[config.mk]
export PLATFORM = sky130hd
export DESIGN_NAME = mcycle_unit
export DESIGN_NICKNAME = d
export VERILOG_FILES = /design/src/rtl/mcycle_unit.sv
export SDC_FILE = /design/constraint.sdc
export NUM_CORES = 1
export LEC_CHECK = 0
export CAP_MARGIN = 25
export CELL_PAD_IN_SITES_DETAIL_PLACEMENT = 1
export CELL_PAD_IN_SITES_GLOBAL_PLACEMENT = 1
export CORE_MARGIN = 2
export CORE_UTILIZATION = 48
export DETAILED_ROUTE_END_ITERATION = 8
export PLACE_DENSITY = 0.93
export SLEW_MARGIN = 20
export SYNTH_ARGS = -nofsm -noshare
export SYNTH_HDL_FRONTEND = slang
export SYNTH_SLANG_ARGS = --single-unit
export TNS_END_PERCENT = 1
[constraint.sdc]
create_clock -name CLK -period 4.8 [get_ports CLK]
set_input_delay 0.96 -clock CLK [delete_from_list [all_inputs] [get_ports CLK]]
set_output_delay 0.96 -clock CLK [all_outputs]
set_load 0.005 [all_outputs]
[src/rtl/mcycle_unit.sv]
// Iterative multiply/divide unit for the execute stage: one bit per cycle,
// Start/Busy/Done handshake, fixed WIDTH+2 cycle latency.
module mcycle_unit #(
  parameter int WIDTH = 32
) (
  input  logic             CLK,
  input  logic             RESET,
  input  logic             Start,
  input  logic             MCycleOp,
  input  logic             Signed,
  input  logic [WIDTH-1:0] Operand1,
  input  logic [WIDTH-1:0] Operand2,
  output logic [WIDTH-1:0] Result1,
  output logic [WIDTH-1:0] Result2,
  output logic             Busy,
  output logic             Done,
  output logic             DivByZero
);

  localparam int CW = $clog2(WIDTH);
  localparam logic [CW-1:0] LAST = CW'(WIDTH - 1);

  typedef enum logic [1:0] {IDLE, RUN, SIGN, DONE} state_e;

  state_e             state_q, state_d;
  logic [CW-1:0]      cnt_q, cnt_d;
  logic               div_q, div_d;
  logic               neg_res_q, neg_res_d;   // product / quotient negated
  logic               neg_rem_q, neg_rem_d;   // remainder follows dividend sign
  logic               zero_q, zero_d;
  logic [WIDTH-1:0]   mcand_q, mcand_d;       // multiplicand or divisor magnitude
  logic [WIDTH-1:0]   dvd_q, dvd_d;           // raw dividend, returned on divide by zero
  logic [2*WIDTH-1:0] acc_q, acc_d;
  logic [WIDTH-1:0]   res1_q, res1_d, res2_q, res2_d;
  logic               busy_q, busy_d, done_q, done_d, dbz_q, dbz_d;

  logic [WIDTH-1:0]   mag1, mag2, hi, lo, rem_sub, rem_new;
  logic [WIDTH:0]     add_sum, rem_sh;
  logic               fits;

  assign mag1 = (Signed && Operand1[WIDTH-1]) ? -Operand1 : Operand1;
  assign mag2 = (Signed && Operand2[WIDTH-1]) ? -Operand2 : Operand2;

  assign hi      = acc_q[2*WIDTH-1:WIDTH];
  assign lo      = acc_q[WIDTH-1:0];
  assign add_sum = {1'b0, hi} + {1'b0, mcand_q};
  // Restoring step: partial remainder shifted left with the next dividend bit.
  assign rem_sh  = {hi, lo[WIDTH-1]};
  assign fits    = rem_sh >= {1'b0, mcand_q};
  assign rem_sub = rem_sh[WIDTH-1:0] - mcand_q;
  assign rem_new = fits ? rem_sub : rem_sh[WIDTH-1:0];

  always_comb begin
    state_d   = state_q;
    cnt_d     = cnt_q;
    div_d     = div_q;
    neg_res_d = neg_res_q;
    neg_rem_d = neg_rem_q;
    zero_d    = zero_q;
    mcand_d   = mcand_q;
    dvd_d     = dvd_q;
    acc_d     = acc_q;
    res1_d    = res1_q;
    res2_d    = res2_q;
    busy_d    = busy_q;
    done_d    = 1'b0;
    dbz_d     = 1'b0;
    case (state_q)
      IDLE, DONE: begin
        busy_d = 1'b0;
        if (Start) begin
          div_d     = MCycleOp;
          neg_res_d = Signed & (Operand1[WIDTH-1] ^ Operand2[WIDTH-1]);
          neg_rem_d = Signed & Operand1[WIDTH-1];
          zero_d    = (Operand2 == '0);
          dvd_d     = Operand1;
          mcand_d   = MCycleOp ? mag2 : mag1;
          acc_d     = {{WIDTH{1'b0}}, (MCycleOp ? mag1 : mag2)};
          cnt_d     = '0;
          busy_d    = 1'b1;
          state_d   = RUN;
        end else begin
          state_d = IDLE;
        end
      end
      RUN: begin
        if (div_q) acc_d = {rem_new, lo[WIDTH-2:0], fits};
        else       acc_d = {(lo[0] ? add_sum : {1'b0, hi}), lo[WIDTH-1:1]};
        cnt_d = cnt_q + 1'b1;
        if (cnt_q == LAST) state_d = SIGN;
      end
      SIGN: begin
        if (!div_q) begin
          {res2_d, res1_d} = neg_res_q ? -acc_q : acc_q;
        end else if (zero_q) begin
          res1_d = '1;
          res2_d = dvd_q;
        end else begin
          res1_d = neg_res_q ? -lo : lo;
          res2_d = neg_rem_q ? -hi : hi;
        end
        dbz_d   = div_q & zero_q;
        done_d  = 1'b1;
        busy_d  = 1'b0;
        state_d = DONE;
      end
      default: state_d = IDLE;
    endcase
  end

  always_ff @(posedge CLK) begin
    if (RESET) begin
      state_q   <= IDLE;
      cnt_q     <= '0;
      div_q     <= 1'b0;
      neg_res_q <= 1'b0;
      neg_rem_q <= 1'b0;
      zero_q    <= 1'b0;
      mcand_q   <= '0;
      dvd_q     <= '0;
      acc_q     <= '0;
      res1_q    <= '0;
      res2_q    <= '0;
      busy_q    <= 1'b0;
      done_q    <= 1'b0;
      dbz_q     <= 1'b0;
    end else begin
      state_q   <= state_d;
      cnt_q     <= cnt_d;
      div_q     <= div_d;
      neg_res_q <= neg_res_d;
      neg_rem_q <= neg_rem_d;
      zero_q    <= zero_d;
      mcand_q   <= mcand_d;
      dvd_q     <= dvd_d;
      acc_q     <= acc_d;
      res1_q    <= res1_d;
      res2_q    <= res2_d;
      busy_q    <= busy_d;
      done_q    <= done_d;
      dbz_q     <= dbz_d;
    end
  end

  assign Result1   = res1_q;
  assign Result2   = res2_q;
  assign Busy      = busy_q;
  assign Done      = done_q;
  assign DivByZero = dbz_q;

endmodule

==> impl_metrics.ini, run 1 <==
[setup_path]
start_kind = flop
r2r_slack_ns = 0.70
crit_chain = inv_1 -> ha_1 -> inv_1 -> fa_1 -> a211o_1 -> o211ai_1 -> a22oi_1 -> a31oi_1 -> o21ai_0 -> a21oi_1 -> xnor2_1 -> a221oi_1 -> o21ai_0
cp.buffers_inverters = 2
arrival_ns = 4.49
slowest_delay_ns = 0.50
cpLargestDelayFamily = compound AO/OA/AOI/OAI gates
critPathRequiredTime_ns = 5.19
reg2regPathDepth = 13
critPathKind = flop to flop
slowest_stage = a31oi_1
crit_fanout = 4
cp-end-kind = flop
r2r_end = acc_q[54]$_SDFFE_PP0P_
r2r-start = acc_q[31]$_SDFFE_PP0P_

[sta]
drv_slew = 0
worst_slew_pin_slew_ns = 1.038
hold_viol = 0
maxSlewHeadroom_pct = 30.67
setup_tns_ns = 0
rsz0062_at_grt = false
finalCriticalPeriod_ns = 4.102
fmax_ghz = 0.2438
setup-violations-final = 0
fin_crit_sh_pct = 85.45
fin_skew_ns = 0.02575

[clocking]
postCtsSetupBuffers = 0
cts_sinks = 206
cts_buffers = 26
ctsHoldBuffers = 0
cts_tree = built
htreeDepth = 1
clock_latency_ns = 0.56
cts-root-buf = clkbuf_16
cts_max_path_buffers = 3
clk_pin_slew_ns = 0.06
cts_resized = 0

[logic_synthesis]
yosys.area_share.adder_pct = 5.722
yosys.area.top_type = dfxtp_1
yosys.area_share.simple_pct = 20.76
syn_avg_cell_area_um2 = 7.408
synth_edf_count = 0
seq_area_frac_synth_pct = 24.75
synth_cell_types = 83
syn_inst = 2249
synth_top_family_by_area = compound AO/OA/AOI/OAI gates
synth_seq_cells = 206
synth.area.mux_share_pct = 5.677
syn_nets = 2393
yosysWarnings = 0
synthTopCellsByArea = dfxtp_1 25%, nand2_1 6.5%, xnor2_1 5.7%
postSynth.asyncResetShare_pct = 0
synth_compound_area_share_pct = 26.89
synthFlopType = dfxtp_1
synth_top_cell_area_share_pct = 24.75
synth_common_cells = 288 x nand2_1, 206 x dfxtp_1, 195 x nor2_1
synth_most_common_cell = nand2_1
synth_xor_area_share_pct = 10.41
synth_area_um2 = 16660

[run_status]
violations = DRC
status = finished, violations left

[die]
core_um2 = 34370
row_count = 68
chipHeight_um = 190.3
die_w_um = 190.3
start_util_pct = 48.47
die-area_um2 = 36220
io_pins = 136

[finish]
instances_no_fill = 2753
fin_nets = 2423
syn2layout_area_growth_pct = 14.95
fill_cells = 4307
layout-drive-gt1-share_pct = 6.748

[hold_path]
hold_class = flop to flop
holdPathEnd = dvd_q[27]$_SDFFE_PP0P_
min_from = dvd_q[27]$_SDFFE_PP0P_
whs_path_depth = 2

[detailed_routing]
ant_nets = 0
wire_per_inst_um = 24.98
viasPerCell = 6.541
drt_first_pass_iters = 8
via_count = 18010
totalWireLength_um = 68760
drc = 2
drtIter0Drc = 1694

[power_and_ir_drop]
peakVddDrop_mv = 0.3724
p_leak_nw = 7.253
p_per_area_nw_per_um2 = 510.2

[run]
drv_cap = 0

[placed_design]
io_buffers = 135
globalplace.congestion = 0.9628
dp_hpwl_um = 50150
placed_cells = 2706

[global_route]
antenna_found_initial = 2
grt_pass1_vias = 18320
grt_remaining_overflow = 0
track_usage_pct = 37.20
grt_pass1_wl_um = 106100
grt_max_degree = 77
## flip-flops by register name, indices dropped and copies added, names as in the netlist
name	flops
Result1	32
DivByZero	1
mcand_q	32
acc_q	64
Result2	32
Busy	1
neg_rem_q	1
cnt_q	5
Done	1
div_q	1
zero_q	1
state_q	2
neg_res_q	1
dvd_q	32
## power by group
group	leakage, nW	switching [W]	internal [W]
logic	5.12	0.00311	0.00185
registers	1.69	0.000593	0.00212
clock network	0.443	0.000824	0.00127
## worst max-delay path by stage
stage                     slack (ns)                   start  depth (start not counted)                endpoint
after floorplan                 1.42             Operand2[5]                         10  acc_q[27]$_SDFFE_PP0P_
after global placement          0.59             Operand2[5]                         10  acc_q[27]$_SDFFE_PP0P_
after detailed placement        0.55             Operand2[5]                         10  acc_q[21]$_SDFFE_PP0P_
after CTS                       0.78  acc_q[32]$_SDFFE_PP0P_                         10  acc_q[54]$_SDFFE_PP0P_
after global routing            0.46  acc_q[32]$_SDFFE_PP0P_                         13  acc_q[63]$_SDFFE_PP0P_
final                           0.70  acc_q[31]$_SDFFE_PP0P_                         13  acc_q[54]$_SDFFE_PP0P_
## logic make-up (layout without fill, tap and decap cells)
group	Yosys count	after routing
buffers and inverters	249	297
flip-flops	206	206
other	0	1
XOR/XNOR	198	198
AND/OR/NAND/NOR	742	742
adder cells (fa/ha/maj)	75	75
multiplexers	92	92
AO/OA/AOI/OAI	687	687
## tightest hold or removal path, cell delays in order (launching register included)
cell	delay, ns
dfxtp_1	0.31
nand2_1	0.06
a21oi_1	0.06
## through the flow
| stage | instance area, um2 | hold WS, ns | setup WS (ns) | utilization (%) | total power [W] |
|---|---|---|---|---|---|
| floorplan | 16660 | 0.4312 | 1.417 | - | 0.005740 |
| global placement | 18250 | 0.4419 | 0.5950 | 53.11 | 0.007247 |
| detailed placement | 18250 | 0.4580 | 0.5498 | 53.11 | 0.007495 |
| CTS | 19150 | 0.4656 | 0.7757 | 55.71 | 0.009658 |
| global route | 19150 | 0.4762 | 0.4645 | 55.71 | 0.01029 |
| finish | 19150 | 0.4663 | 0.6985 | 55.72 | 0.009772 |
## routing by layer
layer | GRT usage (%) | vias to the layer above | wire length [um] | part of all wire [%]
met1 | 47.69 | 8811 | 28220 | 41
met4 | 21.53 | 2 | 4615 | 6.7
met2 | 59.72 | 849 | 31010 | 45
met3 | 5.226 | 222 | 4906 | 7.1
li1 | - | 8124 | - | -
met5 | 0 | - | 9 | 0.013
## cell usage in the layout (no fill, tap or decap), types with 28 or more instances in the layout
master             n
o211ai_1          36
nor3_1            38
xnor2_1          108
clkdlybuf4s50_1  133
nand2b_1          37
mux2i_1           72
buf_4             45
nand3_1           42
o21ai_0          141
ha_1              72
or3_1             28
a21o_1            35
a21oi_1          175
dfxtp_1          203
inv_1             70
a211oi_1          83
o31ai_1           46
nor2_1           194
nand2_1          287
xor2_1            90
## layout make-up
cell class | count | area [um2] | share of cell area [%]
sequential | 206 | 4130 | 21.57
inverter | 72 | 270.3 | 1.411
antenna | 1 | 2.502 | 0.01307
clock inverter | 9 | 122.6 | 0.6402
timing repair buffer | 179 | 1674 | 8.741
clock buffer | 37 | 773.2 | 4.037
tap | 455 | 569.3 | 2.972
multi-input combinational | 1794 | 11610 | 60.62
Power figures use the tool's default switching activity.
==> run 2, diff against run 1 <==
- SKIP_CTS_REPAIR_TIMING: unset -> 1
==> results of run 2 <==
Same layout as run 1: the final DEF is identical, and so are final timing and power.
==> run 3, diff against run 2 <==
- ABC_CLOCK_PERIOD_IN_PS: unset -> 4800
==> results of run 3 <==
Same layout as run 1: the final DEF is identical, and so are final timing and power.
